`config.mk`:
```
export PLATFORM = sky130hd
export DESIGN_NAME = mem_store_merger
export DESIGN_NICKNAME = d
export VERILOG_FILES = /design/src/rtl/mem_store_merger.sv
export SDC_FILE = /design/constraint.sdc
export NUM_CORES = 1
export LEC_CHECK = 0
export BUFFER_PORTS_ARGS = -buffer_cell sky130_fd_sc_hd__buf_2
export CAP_MARGIN = 0
export CORE_MARGIN = 2
export CORE_UTILIZATION = 43
export DETAILED_ROUTE_END_ITERATION = 12
export PLACE_DENSITY = 0.8
export SLEW_MARGIN = 10
export SYNTH_ARGS = -nofsm -noshare
export SYNTH_HDL_FRONTEND = slang
export SYNTH_SLANG_ARGS = --single-unit
export TNS_END_PERCENT = 100
```
`constraint.sdc`:
```
create_clock -name i_clock -period 1.9 [get_ports i_clock]
set_input_delay 0.095 -clock i_clock [delete_from_list [all_inputs] [get_ports i_clock]]
set_output_delay 0.095 -clock i_clock [all_outputs]
set_load 0.005 [all_outputs]
```
`src/rtl/mem_store_merger.sv`:
```
// Read-modify-write store merger: byte/half stores read the target word, merge the new lanes, write it back.
// Optional misalignment check enabled by defining MEM_STORE_MISALIGN_CHECK_EN.
module mem_store_merger #(
    parameter int unsigned NB_DATA = 32,
    parameter int unsigned NB_ADDR = 10,
    parameter int unsigned NB_MASK = 2
) (
    input  logic               i_clock,
    input  logic               i_reset,
    input  logic               i_valid,
    input  logic [NB_ADDR+1:0] i_address,
    input  logic [NB_DATA-1:0] i_dato,
    input  logic [NB_MASK-1:0] i_mascara,
    output logic               o_ready,
    output logic [NB_ADDR-1:0] o_mem_addr,
    output logic               o_mem_rd_en,
    input  logic [NB_DATA-1:0] i_mem_rd_data,
    output logic               o_mem_wr_en,
    output logic [NB_DATA-1:0] o_mem_wr_data,
    output logic               o_done,
    output logic               o_misaligned
);

    localparam logic [NB_MASK-1:0] MASK_BYTE = NB_MASK'(0);
    localparam logic [NB_MASK-1:0] MASK_HALF = NB_MASK'(1);
    localparam logic [NB_MASK-1:0] MASK_RSVD = NB_MASK'(2);
    localparam logic [NB_MASK-1:0] MASK_WORD = NB_MASK'(3);

    typedef enum logic [2:0] {
        ST_IDLE,
        ST_READ,
        ST_MERGE,
        ST_WRITE,
        ST_ERROR
    } state_t;

    state_t             state_q, state_d;
    logic [NB_ADDR+1:0] addr_q, addr_d;
    logic [NB_MASK-1:0] mask_q, mask_d;
    logic [NB_DATA-1:0] wdata_q, wdata_d;
    logic [NB_DATA-1:0] merged_c;
    logic               ready_q, rd_en_q, wr_en_q, done_q;
    logic               word_c, bad_c;

    // Classify the incoming request: direct word write, or rejected as misaligned.
    always_comb begin
        bad_c  = 1'b0;
`ifdef MEM_STORE_MISALIGN_CHECK_EN
        word_c = (i_mascara == MASK_WORD);
        bad_c  = (i_mascara == MASK_RSVD)
              || ((i_mascara == MASK_HALF) && i_address[0])
              || ((i_mascara == MASK_WORD) && (i_address[1:0] != 2'b00));
`else
        word_c = (i_mascara == MASK_WORD) || (i_mascara == MASK_RSVD);
`endif
    end

    // Little-endian lane merge; wdata_q holds the captured store data until MERGE.
    always_comb begin
        merged_c = i_mem_rd_data;
        if (mask_q == MASK_BYTE) begin
            merged_c[{addr_q[1:0], 3'b000} +: 8] = wdata_q[7:0];
        end else begin
            merged_c[{addr_q[1], 4'b0000} +: 16] = wdata_q[15:0];
        end
    end

    always_comb begin
        state_d = state_q;
        addr_d  = addr_q;
        mask_d  = mask_q;
        wdata_d = wdata_q;
        case (state_q)
            ST_IDLE: begin
                if (i_valid) begin
                    addr_d  = i_address;
                    mask_d  = i_mascara;
                    wdata_d = i_dato;
                    if (bad_c) begin
                        state_d = ST_ERROR;
                    end else if (word_c) begin
                        state_d = ST_WRITE;
                    end else begin
                        state_d = ST_READ;
                    end
                end
            end
            ST_READ:  state_d = ST_MERGE;
            ST_MERGE: begin
                wdata_d = merged_c;
                state_d = ST_WRITE;
            end
            ST_WRITE: state_d = ST_IDLE;
            ST_ERROR: state_d = ST_IDLE;
            default:  state_d = ST_IDLE;
        endcase
    end

    always_ff @(posedge i_clock or posedge i_reset) begin
        if (i_reset) begin
            state_q <= ST_IDLE;
            addr_q  <= '0;
            mask_q  <= '0;
            wdata_q <= '0;
            ready_q <= 1'b1;
            rd_en_q <= 1'b0;
            wr_en_q <= 1'b0;
            done_q  <= 1'b0;
        end else begin
            state_q <= state_d;
            addr_q  <= addr_d;
            mask_q  <= mask_d;
            wdata_q <= wdata_d;
            ready_q <= (state_d == ST_IDLE);
            rd_en_q <= (state_d == ST_READ);
            wr_en_q <= (state_d == ST_WRITE);
            done_q  <= (state_d == ST_WRITE) || (state_d == ST_ERROR);
        end
    end

`ifdef MEM_STORE_MISALIGN_CHECK_EN
    logic misal_q;

    always_ff @(posedge i_clock or posedge i_reset) begin
        if (i_reset) begin
            misal_q <= 1'b0;
        end else begin
            misal_q <= (state_d == ST_ERROR);
        end
    end

    assign o_misaligned = misal_q;
`else
    assign o_misaligned = 1'b0;
`endif

    assign o_ready       = ready_q;
    assign o_mem_addr    = addr_q[NB_ADDR+1:2];
    assign o_mem_rd_en   = rd_en_q;
    assign o_mem_wr_en   = wr_en_q;
    assign o_mem_wr_data = wdata_q;
    assign o_done        = done_q;

endmodule

```
; After elaboration in Yosys (flattened, before gate mapping)
; Index checks and enable logic that the tools add are counted.
[totals]
out_inout_bits = 47
input_bits = 81
reg_bits = 53
wordCells = 38
[classes]
mux = 8
eq_ne = 8
n_shift = 4
reduce_logical = 8
n_addsub = 2
[ops]
columns = op, n
row1 = bitwise mux 32 bit, 2
row2 = two-way mux 32 bit, 2
row3 = one-hot mux 32 bit (2 select lines), 1
row4 = "variable shift 16 x 7 -> 32 bit, first input constant", 1
row5 = "variable shift 8 x 7 -> 32 bit, first input constant", 1
row6 = indexed part select 16 x 7 -> 32 bit, 1
row7 = indexed part select 8 x 7 -> 32 bit, 1
row8 = negation 5 -> 7 bit, 2
row9 = one-hot mux 3 bit (3 select lines), 1
row10 = "equality test 3 x 1 -> 1 bit, second input constant", 2
row11 = "equality test 3 x 2 -> 1 bit, second input constant", 2
row12 = logical NOT 3 bit, 2
row13 = "equality test 2 bit, second input constant", 2
row14 = AND reduction 2 bit, 2
row15 = "equality test 3 bit, second input constant", 1
row16 = two-way mux 3 bit, 1
row17 = logical NOT 2 bit, 1
row18 = logical OR 1 bit, 2
row19 = two-way mux 2 bit, 1
row20 = "!= test 2 bit, second input constant", 1
row21 = nonzero test 2 bit, 1

; Logic depth before layout (Yosys ltp)
; Gate-level depths: netlist of run 1.
[depth]
depth_word = 7
ltp_mapped = 8
ltp_nobuf = 6

; Least setup slack after synthesis of run 1
; OpenSTA, ideal clock, no wires.
[synth_path]
path_kind = reg-to-reg
start = reg addr_q[1]
end = reg wdata_q[12] (netlist: o_mem_wr_data[12])
n_path_buf = 2
path_stages_with_launch = 9
setup_time_ns = 0.123
arrival_time_ns = 1.772
required_ns = 1.777
synth_period_minus_slack_ns = 1.895
setup_slack_ns = 0.005
cell_sequence = dfrtp_1 -> buf_2 -> inv_1 -> ha_1 -> and4b_1 -> clkbuf_1 -> a221oi_1 -> o21ai_0 -> o221a_2
[synth_via]
elab_chain_len = 5
elab_cells_between_ends = 10
classes_between = 2 x add/sub / 4 x shift / 4 x mux
[synth_rtl]
columns = item, line
row1 = start: declaration, 38  ; logic [NB_ADDR+1:0] addr_q, addr_d;
row2 = start signal: assignment, 111  ; addr_q <= addr_d;
row3 = negation 5 -> 7 bit (on tied branches), "64, 62"
row4 = "indexed part select 16 x 7 -> 32 bit, or another cell as far along", 64  ; merged_c[{addr_q[1], 4'b0000} +: 16] = wdata_q[15:0];
row5 = bitwise mux 32 bit (on tied branches), "64, 62"
row6 = two-way mux 32 bit (*), 61  ; if (mask_q == MASK_BYTE) begin
row7 = one-hot mux 32 bit (2 select lines) (*), 73  ; case (state_q)
row8 = end signal: assignment, 113  ; wdata_q <= wdata_d;
row9 = end: declaration, 40  ; logic [NB_DATA-1:0] wdata_q, wdata_d;
; Mark *: on every way between the ends. The rest lies on a longest branch, timed or not.
; A chain may end at the register's enable or synchronous reset.

; Final worst setup path of run 1
[layout_path]
start = reg addr_q[1]
end = reg wdata_q[8] (netlist: o_mem_wr_data[8])
; Same word-level chain as after synthesis.

==> run metrics, run 1 <==
Post-DP HPWL=around 6.0 mm; die height=~85 um; Port Buf Inserts=about 130; area delta synth->final=35.7%; Worst EP arrival=just over 2 ns; cells after synthesis=278; Synth top area share=around 46%; Fmax=547 MHz; Synth area leaders=dfrtp_1 46%, nand2_1 7.5%, a221oi_1 7.4%, mux2_2 6.3%, o21ai_0 3.2%; Yosys warning count=0; clock tree buffer depth=2; commonest non-fill, non-tap cell in the layout=buf_2; Hold WC Path Type=in -> reg; first-pass GRT wire length=about 13 mm; Netlist cell types=39; nets=502; cell area after placement=approximately 3600 um2; CP Max Fanout=8; Clock transition at path regs=around 0.10 ns; Crit-path slowest cell=dfrtp_1; leading area contributor after synthesis=dfrtp_1; post-layout minimum cycle time=about 1.8 ns; most frequent cells in the layout=126 x buf_2, 57 x nand2_1, 52 x dfrtp_1, 24 x a221oi_1; die area=between 7000 and 8000 um2; Starting Density=between 40 and 50%; Synth Flop Type=dfrtp_1; Final setup viols=0; average size of a mapped cell=10.2 um2; ANT cells=0; DRC=0; final WL=8.27 mm; Crit path max-delay family=compound AO/OA/AOI/OAI gates; Avg WL per Cell=between 15 and 20 um; final antenna-violating net count=0; CTS H-Tree Depth=2; Worst VDD drop=0.612 mV; vias per cell=5.51; clock buffer count from CTS=5; EDFF count, synth=0; Worst Setup End Kind=register; number of synthesized register bits=53; Rows=29; vias in the first global route=roughly 2600; DRT iter0 DRCs=between 150 and 200; clock tree sinks=53; Slew Limit Fails=0; Final Hold Viols=0; crit start category=register; RSZ-0062 raised after global routing=no; Buf/Inv on CP=1; hold_sp=i_address[0]; core region area=~6400 um2; total track usage=22.3%; Tightest Pin Transition=around 0.52 ns; die width=about 85 um; critical path's largest stage delay=about 0.38 ns; maxcap violations=0; worst rel slew slack=roughly two thirds; layout cells sized above 1=46.0%; WS Path Type=reg -> reg; post-route design area=3860 um2; Placed Instances=about 470; initial antenna violation count=0; R2R Path Start=addr_q[1]; clock skew=approximately 0.0077 ns; Mapped Area=~2800 um2; CTS tree=yes; PD cells=roughly 1200 nW/um2; Congestion Overflow GR=0; final std cells w/o fill=494; Critical Path RT=2.10 ns; clk_lat worst skew=a little over 0.3 ns; First-pass DRT Iterations=4; CP startpoint=addr_q[1]; status=completed; P_leak=~1.9 nW; clock root cell=clkbuf_8; RePlAce Congestion=0.827; pin count of the biggest net entering global routing=31; CP cell instances=inv_1, ha_2, and4b_1, a221oi_1, o21ai_0, o221a_2; sequential share of the synthesized area=a little under half; period utilization=between 90% and 100%; Async SR Flop Fraction=100%; io pins=approximately 130; routed vias=2722
==> sequential cells by signal, indices dropped and copies added, names as in the netlist <==
name           cells
o_mem_wr_en        1
o_mem_wr_data     32
o_ready            1
addr_q            12
o_mem_rd_en        1
o_done             1
state_q            3
mask_q             2
==> area by class of cell <==
type	instances	area, um2
tap	77	96.3
clock buffer	5	68.8
multi-input combinational	192	1380
timing repair buffer	158	906
fill	548	2520
inverter	6	22.5
sequential	53	1330
clock inverter	3	65.1
==> cells in the mapped netlist, types with 2 or more instances <==
cell type	count
ha_1	5
a31oi_1	8
buf_2	3
nor2_1	10
mux2_2	16
clkbuf_1	12
o221a_2	8
o22ai_1	8
a221oi_1	24
a22o_1	8
a211oi_2	2
a21boi_2	2
inv_1	5
mux2i_1	8
dfrtp_1	52
buf_4	11
nand2_1	57
o21ai_0	18
==> routing by layer <==
layer  vias to the layer above  GRT usage (%)  part of all wire [%]
met2                       130           37.2                    49
met4                         0           6.06                   1.5
met5                         -              0                     0
met3                        11           3.21                   7.1
met1                      1287           30.6                    42
li1                       1294              -                     -
==> where the power goes <==
part	switching [mW]	total [mW]	internal, mW	leakage, nW
sequential	0.369	1.88	1.51	0.634
clock	0.374	0.897	0.523	0.0681
combinational	0.850	1.73	0.877	1.19
==> worst register-to-register path: cells and delay by family (launching register included) <==
| kind | cells | cell delay (ns) |
|---|---|---|
| AOI/OAI and AO/OA | 3 | 0.61 |
| DFF | 1 | 0.38 |
| and+or+nand+nor | 1 | 0.28 |
| adders and majority gates | 1 | 0.32 |
| buffers and inverters | 1 | 0.12 |
==> stage by stage <==
step                      util, %  hold WS [ns]  setup TNS (ns)  setup WS, ns  total power, mW
final                        60.5        0.0220               0        0.0706             4.51
after global placement       55.7         0.162               0        0.0795             3.47
after global routing         60.5        0.0314               0       0.00415             4.78
after CTS                    60.1        0.0189               0        0.0182             4.49
after detailed placement     55.7         0.168         -0.0371       -0.0369             3.54
after floorplan                 -         0.158               0       0.00497             2.81
==> cells by family (layout without fill, tap and decap cells) <==
kind of cell	count (synthesis)	in the layout	share of synthesized area, %
flops	53	53	46.7
other cells	1	2	0.132
buf+inv	34	172	6.33
simple gates	77	77	12.0
mux	24	24	9.15
compound gates	84	84	23.6
fa+ha+maj	5	5	2.20
==> final timing paths <==
kind	end	slack, ns	depth (start not counted)
min in group asynchronous	o_mem_wr_data[31]	0.36	3
hold reg to reg	addr_q[11]	0.48	2
hold / removal	addr_q[0]	0.02	3
max in group asynchronous	o_ready	0.85	4
setup reg to reg	o_mem_wr_data[8]	0.07	6
setup / recovery	o_mem_wr_data[8]	0.07	6
==> what timing repair did <==
item,CTS,global route
gates resized for setup,1,4
pin swaps,0,1
buffers inserted,0,1
hold buffers,14,0
endpoints found under the hold margin,36,0
endpoints found under the setup margin,8,24
No activity file was read; power rests on OpenSTA's default activity.
==> run 2: changes to the inputs <==
- PLACE_DENSITY: 0.8 -> 0.77
==> run metrics, run 2 (synthesized netlist as in run 1, its figures left out) <==
status=completed; setup TNS=0 ns (unchanged); Placed Instances=471 (unchanged); clock root cell=clkbuf_8; Crit-path slowest cell=and4b_1; clk_lat worst skew=0.31 ns (about the same); final antenna-violating net count=0 (unchanged); initial antenna violation count=0 (unchanged); R2R Path Start=addr_q[1]; cell area after placement=3580 um2 (+0.70%); period utilization=95.3% (-0.94 points); First-pass DRT Iterations=5 (+1); Final Util=60.7% (+0.22 points); Worst Setup End Kind=register; Crit path max-delay family=compound AO/OA/AOI/OAI gates; io pins=128 (unchanged); Reg power frac=43.0% (+1.2 points); Net Sw Frac=35.9% (+0.54 points); maxcap violations=0 (unchanged); area delta synth->final=36.2%; Comb pwr share=39.4% (+1.1 points); CTS H-Tree Depth=2 (unchanged); die width=85.3 um (unchanged); CP Max Fanout=8 (unchanged); most frequent cells in the layout=126 x buf_2, 57 x nand2_1, 52 x dfrtp_1, 24 x a221oi_1, 18 x o21ai_0; Power Total=4.35 mW (-3.4%); Final setup viols=0 (unchanged); clock tree buffer depth=2 (unchanged); Final Hold Viols=0 (unchanged); worst setup margin=0.0885 ns (+0.0179 ns); Fmax=552 MHz (+0.99%); Port Buf Inserts=126 (unchanged); nets=503 (+0.20%); Buf/Inv on CP=1 (unchanged); Post-Place Setup Slack=0.0774 ns (+0.114 ns); WS Path Type=reg -> reg; layout cells sized above 1=45.9% (-0.11 points); final WL=8.18 mm (-1.1%); CP cell instances=inv_1, ha_2, and4b_1, a221oi_1, o21ai_0, o221a_2; Tightest Pin Transition=0.711 ns (+0.188 ns); RSZ-0062 raised after global routing=no; Net Switching=1.56 mW (-1.9%); Post-DP HPWL=5.90 mm (-1.6%); vias in the first global route=2759 (+6.3%); Avg WL per Cell=16.5 um (-1.3%); die height=85.3 um (unchanged); Hold WC Path Type=in -> reg; first-pass GRT wire length=13.2 mm (+3.1%); post-layout minimum cycle time=1.81 ns (-0.0179 ns); worst rel slew slack=52.6% (-13 points); Slew Limit Fails=0 (unchanged); Rows=29 (unchanged); DRC=0 (unchanged); DRT iter0 DRCs=154 (-13%); pin count of the biggest net entering global routing=35 (+13%); crit start category=register; hold_sp=i_dato[23]; P_leak=1.89 nW (about the same); RePlAce Congestion=0.859 (+3.8%); core region area=6390 um2 (unchanged); Critical Path RT=2.15 ns (+0.05 ns); total track usage=22.8% (+0.43 points); routed vias=2727 (+0.18%); max reg flops=32 (unchanged); clock skew=0.0120 ns (+0.00433 ns); clock buffer count from CTS=5 (unchanged); Starting Density=44.6% (unchanged); ANT cells=0 (unchanged); final std cells w/o fill=495 (+0.20%); CP startpoint=addr_q[1]; PD cells=1120 nW/um2 (-3.7%); post-route design area=3870 um2 (+0.36%); critical path's largest stage delay=0.39 ns (about the same); clock power share=17.6% (-2.3 points); clock tree sinks=53 (unchanged); Power Internal=2.79 mW (-4.2%); vias per cell=5.51 (about the same); Worst VDD drop=0.616 mV (+0.70%); hold_ws=0.0316 ns (+0.00961 ns); die area=7280 um2 (unchanged); Clock transition at path regs=0.10 ns (about the same); CTS tree=yes; Congestion Overflow GR=0 (unchanged); Worst EP arrival=2.06 ns (+0.03 ns); commonest non-fill, non-tap cell in the layout=buf_2
==> run 2: power by group through the flow <==
stage	sequential (mW)	combinational, mW	clock (mW)
4_1_cts	1.87	1.69	0.798
3_5_place_dp	1.88	1.66	0
5_1_grt	1.92	1.90	0.829
3_3_place_gp	1.88	1.61	0
2_1_floorplan	1.82	0.991	0
6_report	1.87	1.72	0.767
==> run 2: layout make-up <==
cell class	count	area (um2)
Tap cell	77	96.3
Clock buffer	5	68.8
Fill cell	552	2510
Timing Repair Buffer	159	941
Multi-Input combinational cell	192	1370
Sequential cell	53	1330
Clock inverter	3	46.3
Inverter	6	22.5
==> run 2: final timing paths <==
kind / to / slack [ns] / cells past startpoint
hold reg to reg: addr_q[7] / 0.48 / 2
max in group asynchronous: o_mem_wr_data[9] / 0.82 / 4
setup / recovery: o_mem_wr_data[13] / 0.09 / 6
setup reg to reg: o_mem_wr_data[13] / 0.09 / 6
hold / removal: o_mem_wr_data[23] / 0.03 / 3
min in group asynchronous: addr_q[11] / 0.44 / 3
==> run 2: metal layers <==
| layer | part of all wire, % | global-route usage (%) | vias up |
|---|---|---|---|
| met3 | 6.0 | 3.60 | 16 |
| met4 | 2.0 | 8.23 | 0 |
| met2 | 50 | 37.9 | 104 |
| li1 | - | - | 1292 |
| met1 | 42 | 30.1 | 1315 |
| met5 | 0 | 0 | - |
==> run 2: what timing repair did <==
item                                   CTS  global route
setup buffers                            0             1
hold buffers                            15             0
setup endpoints to repair                0            21
endpoints found under the hold margin   45             0
gates resized for setup                  0             5
==> run 2: worst register-to-register path: cells and delay by family (launching register included) <==
kind | cells | cell delay, ns
AOI/OAI and AO/OA | 3 | 0.56
and+or+nand+nor | 1 | 0.39
adders and majority gates | 1 | 0.36
DFF | 1 | 0.35
buffers and inverters | 1 | 0.09
==> run 3: changes to the inputs <==
- ABC_AREA: default -> 1
- CORE_UTILIZATION: 43 -> 45
==> run metrics, run 3 <==
fill cell count=749 (+36%); maxcap violations=0 (unchanged); Congestion Overflow GR=0 (unchanged); Rows=32 (+10%); total track usage=23.4% (+0.66 points); Placed Instances=765 (+62%); max reg flops=32 (unchanged); initial antenna violation count=0 (unchanged); Starting Density=46.0% (+1.4 points); Power Total=5.71 mW (+31%); cell area after placement=4190 um2 (+17%); post-route design area=4410 um2 (+14%); DRT iter0 DRCs=256 (+66%); nets=769 (+53%); io pins=128 (unchanged); Crit-path slowest cell=nand2_1; Net Switching=2.65 mW (+70%); hold_ws=0.00496 ns (-0.0267 ns); Worst EP arrival=1.84 ns (-0.22 ns); clock tree sinks=53 (unchanged); final antenna-violating net count=0 (unchanged); Crit path max-delay family=simple AND/OR/NAND/NOR gates; clk_lat worst skew=0.32 ns (about the same); Critical Path RT=2.12 ns (-0.03 ns); Net Sw Frac=46.4% (+11 points); CTS H-Tree Depth=2 (unchanged); Slew Limit Fails=0 (unchanged); Tightest Pin Transition=0.679 ns (-0.0317 ns); clock tree buffer depth=2 (unchanged); vias in the first global route=3464 (+26%); WS Path Type=reg -> reg; Reg power frac=36.6% (-6.4 points); CP most frequent cell=nand2_1; P_leak=2.52 nW (+33%); final WL=9.85 mm (+20%); die width=92.4 um (+8.3%); Fmax=616 MHz (+12%); Worst Setup End Kind=register; top cells by count, synth=250 x nand2_1, 80 x nor2_1, 52 x dfrtp_1; Final Util=57.7% (-3.0 points); CP cell instances=inv_2, nand2_1, nor2_1, nand2_1, nand3_1, nand2_1, nand2_1; CTS tree=yes; layout cells sized above 1=24.3% (-22 points); leading area contributor after synthesis=dfrtp_1; ANT cells=0 (unchanged); Post-Place Setup Slack=0.307 ns (+0.230 ns); status=completed; EDFF count, synth=0 (unchanged); clock root cell=clkbuf_8; Mapped Area=3520 um2 (+24%); core region area=7650 um2 (+20%); RSZ-0062 raised after global routing=no; Async SR Flop Fraction=100% (unchanged); RePlAce Congestion=0.924 (+7.6%); Synth area leaders=dfrtp_1 37%, nand2_1 27%, nor2_1 8.5%, inv_1 4.4%, buf_4 3.8%; XOR/XNOR Fraction of Synth Area=0% (unchanged); Synth Area in Adders=1.78% (-0.42 points); cells after synthesis=553 (+99%); Final setup viols=0 (unchanged); Comb pwr share=51.3% (+12 points); combinational family with the most area after synthesis=simple AND/OR/NAND/NOR gates; Final Hold Viols=0 (unchanged); First-pass DRT Iterations=5 (unchanged); vias per cell=4.78 (-13%); Clock transition at path regs=0.10 ns (about the same); Hold WC Path Type=in -> reg; Worst VDD drop=0.691 mV (+12%); average size of a mapped cell=6.36 um2 (-38%); mux share of post-synthesis cell area=0% (-9.1 points); area delta synth->final=25.6%; clock skew=0.00717 ns (-0.00487 ns); Yosys warning count=0 (unchanged); post-cts resize count=0 (unchanged); clock buffer count from CTS=5 (unchanged); CTS Hold Buffers Added=13 (-2); complex-gate fraction of the synthesized area=6.23% (-17 points); Netlist cell types=24 (-38%); Avg WL per Cell=12.5 um (-24%); Power Internal=3.06 mW (+9.6%); pin count of the biggest net entering global routing=54 (+54%); worst setup margin=0.276 ns (+0.187 ns); post-CTS setup buffer count=0 (unchanged); critical path's largest stage delay=0.41 ns (+0.02 ns); setup TNS=0 ns (unchanged); routed vias=3759 (+38%); post-layout minimum cycle time=1.62 ns (-0.187 ns); most frequent cells in the layout=250 x nand2_1, 126 x buf_2, 80 x nor2_1, 52 x dfrtp_1, 40 x inv_1; DRC=0 (unchanged); Port Buf Inserts=126 (unchanged); Synth top area share=37.0% (-8.7 points); die height=92.4 um (+8.3%); count leader, synth=nand2_1; number of synthesized register bits=53 (unchanged); sequential share of the synthesized area=37.8% (-8.9 points); clock power share=12.1% (-5.5 points); worst rel slew slack=54.7% (+2.2 points); commonest non-fill, non-tap cell in the layout=nand2_1; period utilization=85.5% (-9.9 points); first-pass GRT wire length=16.0 mm (+21%); Synth Flop Type=dfrtp_1; die area=8540 um2 (+17%); PD cells=1290 nW/um2 (+15%); final std cells w/o fill=786 (+59%); Synth Area in Simple Gates=43.5% (+32 points); CP Max Fanout=13 (+5); Buf/Inv on CP=1 (unchanged); Post-DP HPWL=7.25 mm (+23%); crit start category=register
run 3: path summary, 6_finish.rpt:
path | startpoint | cells after the start | slack (ns) | endpoint
max in group asynchronous | i_reset | 4 | 0.96 | o_mem_wr_data[15]
worst max-delay path | mask_q[1] | 7 | 0.28 | o_mem_wr_data[7]
worst min register to register | addr_q[9] | 2 | 0.49 | addr_q[9]
worst min-delay path | i_address[1] | 3 | 0.005 | addr_q[1]
worst max register to register | mask_q[1] | 7 | 0.28 | o_mem_wr_data[7]
min in group asynchronous | i_reset | 4 | 0.49 | o_mem_wr_data[18]
run 3: final cells by class:
cell class	count	area [um2]	area share [%]
multi-input combinational	425	1820	41.2
sequential	53	1330	30.1
timing repair buffer	153	878	19.9
inverter	45	169	3.83
tap	102	128	2.89
clock buffer	5	68.8	1.56
clock inverter	3	25.0	0.567
run 3: power by group through the flow:
| stage | combinational (mW) | sequential, mW | clock, mW |
|---|---|---|---|
| final | 2.93 | 2.09 | 0.691 |
| after global routing | 3.34 | 2.15 | 0.737 |
| after CTS | 2.94 | 2.08 | 0.700 |
| after detailed placement | 2.90 | 2.10 | 0 |
| after global placement | 2.83 | 2.10 | 0 |
| after floorplan | 1.99 | 2.01 | 0 |
run 3: per-layer routing:
metal | up-vias | GRT usage (%) | wire length [um]
met2 | 140 | 41.7 | 4800
met3 | 11 | 3.17 | 659
li1 | 1924 | - | -
met1 | 1684 | 30.1 | 4250
met5 | - | 0 | 0
met4 | 0 | 5.72 | 140
run 3: kinds of logic after synthesis:
group | Yosys count
other | 1
buffers and inverters | 76
AOI/OAI and AO/OA | 43
DFF | 53
and+or+nand+nor | 375
adders and majority gates | 5
run 3: tightest hold or removal path: cells and delay by family:
kind                   cells  cell delay, ns
buffers and inverters      1            0.08
AOI/OAI and AO/OA          1            0.07
and+or+nand+nor            1            0.04
